<file path="src/rtl/vme_mem_master.sv">
// Single-outstanding VME-style bus initiator: command port in, one strobe out, done in, response port out.
// Optional WAIT-state timeout is compiled in with `define VME_MASTER_TIMEOUT_EN.
module vme_mem_master #(
    parameter int ADDR_WIDTH = 8,
    parameter int DATA_WIDTH = 16,
    parameter int TIMEOUT    = 255
) (
    input  logic                  clk,
    input  logic                  rst_n,
    input  logic                  req_valid,
    output logic                  req_ready,
    input  logic                  req_write,
    input  logic [ADDR_WIDTH-1:0] req_addr,
    input  logic [DATA_WIDTH-1:0] req_wdata,
    output logic                  rsp_valid,
    input  logic                  rsp_ready,
    output logic [DATA_WIDTH-1:0] rsp_rdata,
    output logic                  rsp_err,
    output logic [ADDR_WIDTH-1:0] mem_addr,
    output logic [DATA_WIDTH-1:0] mem_wr_data,
    output logic                  mem_rd_mem,
    output logic                  mem_wr_mem,
    input  logic [DATA_WIDTH-1:0] mem_rd_data,
    input  logic                  mem_rd_done,
    input  logic                  mem_wr_done
);

    typedef enum logic [1:0] {IDLE, STROBE, WAIT, RESP} state_t;

    state_t state, state_nxt;
    logic   is_write;
    logic   accept;
    logic   done_match;
    logic   expired;

    assign accept     = req_valid & req_ready;
    assign done_match = is_write ? mem_wr_done : mem_rd_done;

`ifdef VME_MASTER_TIMEOUT_EN
    localparam int CW = $clog2(TIMEOUT + 1);
    logic [CW-1:0] wait_cnt;

    // Expiry is flagged in the last WAIT cycle, so a done arriving then still wins.
    assign expired = (wait_cnt == CW'(TIMEOUT - 1));

    always_ff @(posedge clk) begin
        if (!rst_n)
            wait_cnt <= '0;
        else if (state == STROBE)
            wait_cnt <= '0;
        else if (state == WAIT)
            wait_cnt <= wait_cnt + CW'(1);
    end

    always_ff @(posedge clk) begin
        if (!rst_n)
            rsp_err <= 1'b0;
        else if (state == WAIT && done_match)
            rsp_err <= 1'b0;
        else if (state == WAIT && expired)
            rsp_err <= 1'b1;
    end
`else
    logic unused_timeout;
    assign unused_timeout = (TIMEOUT > 0);
    assign expired        = 1'b0;
    assign rsp_err        = 1'b0;
`endif

    always_ff @(posedge clk) begin
        if (!rst_n)
            state <= IDLE;
        else
            state <= state_nxt;
    end

    always_comb begin
        state_nxt = state;
        case (state)
            IDLE:    if (accept) state_nxt = STROBE;
            STROBE:  state_nxt = WAIT;
            WAIT:    if (done_match || expired) state_nxt = RESP;
            RESP:    if (rsp_ready) state_nxt = IDLE;
            default: state_nxt = IDLE;
        endcase
    end

    always_comb begin
        req_ready = (state == IDLE);
        rsp_valid = (state == RESP);
    end

    // Strobes are registered off the accept, so they are high only in STROBE.
    always_ff @(posedge clk) begin
        if (!rst_n) begin
            is_write    <= 1'b0;
            mem_rd_mem  <= 1'b0;
            mem_wr_mem  <= 1'b0;
            mem_addr    <= '0;
            mem_wr_data <= '0;
            rsp_rdata   <= '0;
        end else begin
            mem_rd_mem <= accept & ~req_write;
            mem_wr_mem <= accept & req_write;
            if (accept) begin
                is_write <= req_write;
                mem_addr <= req_addr;
                if (req_write)
                    mem_wr_data <= req_wdata;
            end
            if (state == WAIT && done_match)
                rsp_rdata <= is_write ? '0 : mem_rd_data;
            else if (state == WAIT && expired)
                rsp_rdata <= '0;
        end
    end

endmodule

</file>
<file path="config.mk">
export PLATFORM = sky130hd
export DESIGN_NAME = vme_mem_master
export DESIGN_NICKNAME = d
export VERILOG_FILES = /design/src/rtl/vme_mem_master.sv
export SDC_FILE = /design/constraint.sdc
export NUM_CORES = 1
export LEC_CHECK = 0
export BUFFER_PORTS_ARGS = -buffer_cell sky130_fd_sc_hd__buf_2
export CORE_UTILIZATION = 47
export CTS_BUF_LIST = sky130_fd_sc_hd__clkbuf_2
export DETAILED_ROUTE_END_ITERATION = 8
export PLACE_DENSITY = 0.82
export SKIP_CTS_REPAIR_TIMING = 1
export SLEW_MARGIN = 0
export SYNTH_ARGS = -nofsm -noshare
export SYNTH_HDL_FRONTEND = slang
export SYNTH_SLANG_ARGS = --single-unit
export TNS_END_PERCENT = 1
</file>
<file path="constraint.sdc">
create_clock -name clk -period 1.7 [get_ports clk]
set_input_delay 0 -clock clk [delete_from_list [all_inputs] [get_ports clk]]
set_output_delay 0 -clock clk [all_outputs]
set_load 0.01 [all_outputs]
</file>
# Word-level counts from Yosys, hierarchy flattened
# Cells that the tools add are included.
[totals] reg_bits=45 out_inout_bits=45 wordCells=27 in_bits=47
[op_classes] n_eq_ne=6 n_reduce_logical=4 bitwise=4 mux=6
[ops] cell="$mux 16" count=1
[ops] cell="$pmux 2 s4" count=1
[ops] cell="$mux 2" count=3
[ops] cell="$eq 2x2->1 const B" count=2
[ops] cell="$ne 2x1->1 const B" count=2
[ops] cell="$and 1x1->1" count=3
[ops] cell="$reduce_and 3->1" count=1
[ops] cell="$eq 2x1->1 const B" count=1
[ops] cell="$logic_not 2->1" count=1
[ops] cell="$ne 2x2->1 const B" count=1
[ops] cell="$reduce_and 2->1" count=1
[ops] cell="$logic_and 1x1->1" count=1
[ops] cell="$mux 1" count=1
[ops] cell="$not 1->1" count=1

# Longest topological paths before layout
[depth] word_depth=4 ltp_mapped=7 mapped_depth_nobuf=5

# Worst setup path after synthesis
# No wires, ideal clock.
[synth_timing] kind="register to register" from="register state[0]" to="register state[0]" n_path_buf=1 required_time_ns=1.584 synth_period_minus_slack_ns=1.494 setup_ns=0.116 arrival_ns=1.378 stages_incl_launch_ff=7 path_slack_ns=0.206 cell_sequence="dfxtp_1 -> inv_1 -> ha_1 -> buf_2 -> or2_2 -> a221o_1 -> o211a_1"
[synth_between] elab_chain_cells=4 word_cells_on_any_way=10 classes_between="eq/ne (6); mux (1); bitwise (1); reduce/logical (2)"
[synth_lines] element="start: declaration" line_no="30" rtl="state_t state, state_nxt;"
[synth_lines] element="start signal: assignment" line_no="74" rtl="state <= state_nxt;"
[synth_lines] element="$logic_not 2->1" line_no="79, 89"
[synth_lines] element="$and 1x1->1" line_no="36" rtl="assign accept = req_valid & req_ready;"
[synth_lines] element="$ne 2x1->1 (no line)"
[synth_lines] element="$reduce_and 3->1 (no line)"
# Parallel ways exist; a longest one is shown, timed or not.
# A chain may end at the register's enable or synchronous reset.

# Final worst setup path
[layout_timing] from="register state[0]" to="register state[1]"
# The elaborated chain is that of the path after synthesis.

==> out/metrics.yaml <==
timing:
  slew_headroom_pct: 54.0
  fin_tns_setup_ns: 0
  tightest_slew_ns: 0.690
  finalSetupViolations: 0
  finalHoldViolations: 0
  fin_skew_ns: 0.0134
  rsz0062_at_grt: "false"
  max_freq_ghz: 0.660
  fin_crit_sh_pct: 89.2
  finalMaxSlewViolations: 0
  period_minus_slack_ns: 1.52
drt:
  via_per_inst: 5.06
  via_count: 1938
  firstDrtPassIters: 4
  ant_nets: 0
  wl_per_cell_um: 13.6
  drc: 0
  wl_um: 5210
  drt_iter0_markers: 116
grt:
  grt_pass1_vias: 1600
  grt_max_degree: 47
  globalRouteOverflowTotal: 0
  grt_pass1_wl_um: 7030
  antenna_found_initial: 0
  grt_usage_pct: 21.4
place:
  io_buffers: 90
  dp_hpwl_um: 2960
  gp_congestion: 0.701
  post_dp_cell_area_um2: 2340
  place_inst: 334
pwr:
  power_mw: 2.55
  power_density_nw_per_um2: 915
  p_leak_nw: 1.26
  peakVddDrop_mv: 0.597
logic_synthesis:
  ys_top_cells_by_area: "dfxtp_1 48%, a21boi_0 15%, nand2_1 10%"
  yosys_warnings: 0
  synthesis.nets: 259
  yosysSeqAreaShare_pct: 48.4
  syn_area_um2: 1860
  post-synth-top-area-fraction_pct: 48.4
  ys_ff_latch: 45
  ys_types: 25
  synthesis.instances: 208
  avgSynthCellArea_um2: 8.96
  synth_top_area_cell: "dfxtp_1"
flow_run:
  maxCapViolCount: 0
cts:
  clockRootBuffer: "clkbuf_2"
  htreeDepth: 2
  cts_buffer_depth: 2
  clock-sinks: 45
  clock_latency_ns: 0.40
  cts_buffers: 5
  clk_pin_slew_ns: 0.21
  cts_tree: "done"
layout:
  multi_input_area_um2: 868
  fin_nets: 385
  seq_area_um2: 901
  syn2layout_area_growth_pct: 49.6
  fillCellCount: 306
  layoutNonFillerInstCount: 383
  antenna_cells: 0
  postLayoutCellArea_um2: 2790
  drive_gt1_share_pct: 31.3
setup_path:
  cp-end-kind: "flop"
  rr_endpoint: "state[1]"
  reg2regPathDepth: 4
  crit_fanout: 7
  setup.worst_path.start_class: "flop"
  critPathArrivalTime_ns: 1.87
  rrSetupSlack_ns: 0.18
  timing.rr.start: "state[0]"
  crit_type: "reg2reg"
  crit_required_ns: 2.06
run_status:
  outcome: "completed"
floorplan:
  ios: 92
  num_rows: 22
  die_h_um: 65.0
  core_um2: 3740
  die_w_um: 65.0
  start_util_pct: 49.8
  die_area_um2: 4220
hold_path:
  min_from: "mem_wr_done"
  whs_path_depth: 4
  worstHoldPathType: "in2reg"
  holdPathEnd: "rsp_rdata[2]"
-- sequential cells by signal, indices dropped and copies added (netlist names) --
name         flops
mem_wr_mem       1
rsp_rdata       16
mem_rd_mem       1
mem_wr_data     16
state            2
mem_addr         8
is_write         1
-- cells by family after synthesis --
family	synth area share [%]
adders and majority gates	2.69
DFF	48.4
buffers and inverters	5.04
AOI/OAI and AO/OA	22.3
muxes	1.28
and+or+nand+nor	20.1
other	0.201
-- per-stage QoR --
stage                     hold WS [ns]  util [%]  setup WS, ns
final                           0.0131      74.4         0.184
after global routing           0.00183      74.4        0.0119
after CTS                       -0.273      63.5         0.185
after detailed placement         0.194      62.4         0.224
after global placement           0.194      62.4         0.278
after floorplan                 0.0758         -         0.206
-- how the worst max path moves through the flow --
| stage | start | cells past startpoint | endpoint | slack (ns) |
|---|---|---|---|---|
| 2_1_floorplan | state[0] | 6 | state[0] | 0.21 |
| 3_3_place_gp | state[0] | 5 | state[0] | 0.28 |
| 3_5_place_dp | state[0] | 5 | state[0] | 0.22 |
| 4_1_cts | state[0] | 4 | state[1] | 0.19 |
| 5_1_grt | state[0] | 5 | rsp_rdata[11] | 0.01 |
| 6_report | state[0] | 4 | state[1] | 0.18 |
-- per-layer routing --
| layer | track usage (%) | part of all wire (%) |
|---|---|---|
| met1 | 25.0 | 42 |
| met2 | 36.6 | 51 |
| met3 | 8.27 | 5.9 |
| met4 | 5.00 | 0.69 |
| met5 | 0 | 0 |
-- worst max-delay path, cell delays in order, from the launching register on --
cell      delay, ns
dfxtp_1        0.40
inv_1          0.09
ha_1           0.27
a222oi_1       0.49
mux2i_1        0.22
-- cells in the mapped netlist (all sizes together) --
cell,n
a221o,1
nand3,1
clkbuf,11
conb,1
nand2,51
nor3b,1
a21oi,1
ha,4
o211a,1
a21boi,40
a222oi,1
mux2i,2
nand4b,16
o21ai,16
inv,5
dfxtp,45
buf,6
and2,2
and3,1
nor2b,1
or2,1
-- cell usage in the layout, fill, tap and decap left out, types with 2 or more instances in the layout --
master and count:
buf_2 90, nand2_1 51, dfxtp_1 45, dlygate4sd3_1 41, a21boi_0 38, o21ai_0 16
nand4b_1 16, clkbuf_2 8, inv_1 5, buf_4 5, ha_1 4, and2_1 2
a21boi_1 2
-- layout make-up --
class	count	share of cell area, %
multi-input combinational	141	31.2
tap	48	2.16
timing repair buffer	136	32.2
sequential	45	32.3
inverter	5	0.674
clock buffer	8	1.44
-- report_power, final --
part	leakage [nW]	internal (mW)	total [mW]	switching, mW
Clock	0.0332	0.121	0.439	0.318
Combinational	0.864	0.382	0.842	0.460
Sequential	0.366	1.19	1.27	0.0724
(Power assumes the default switching activity.)
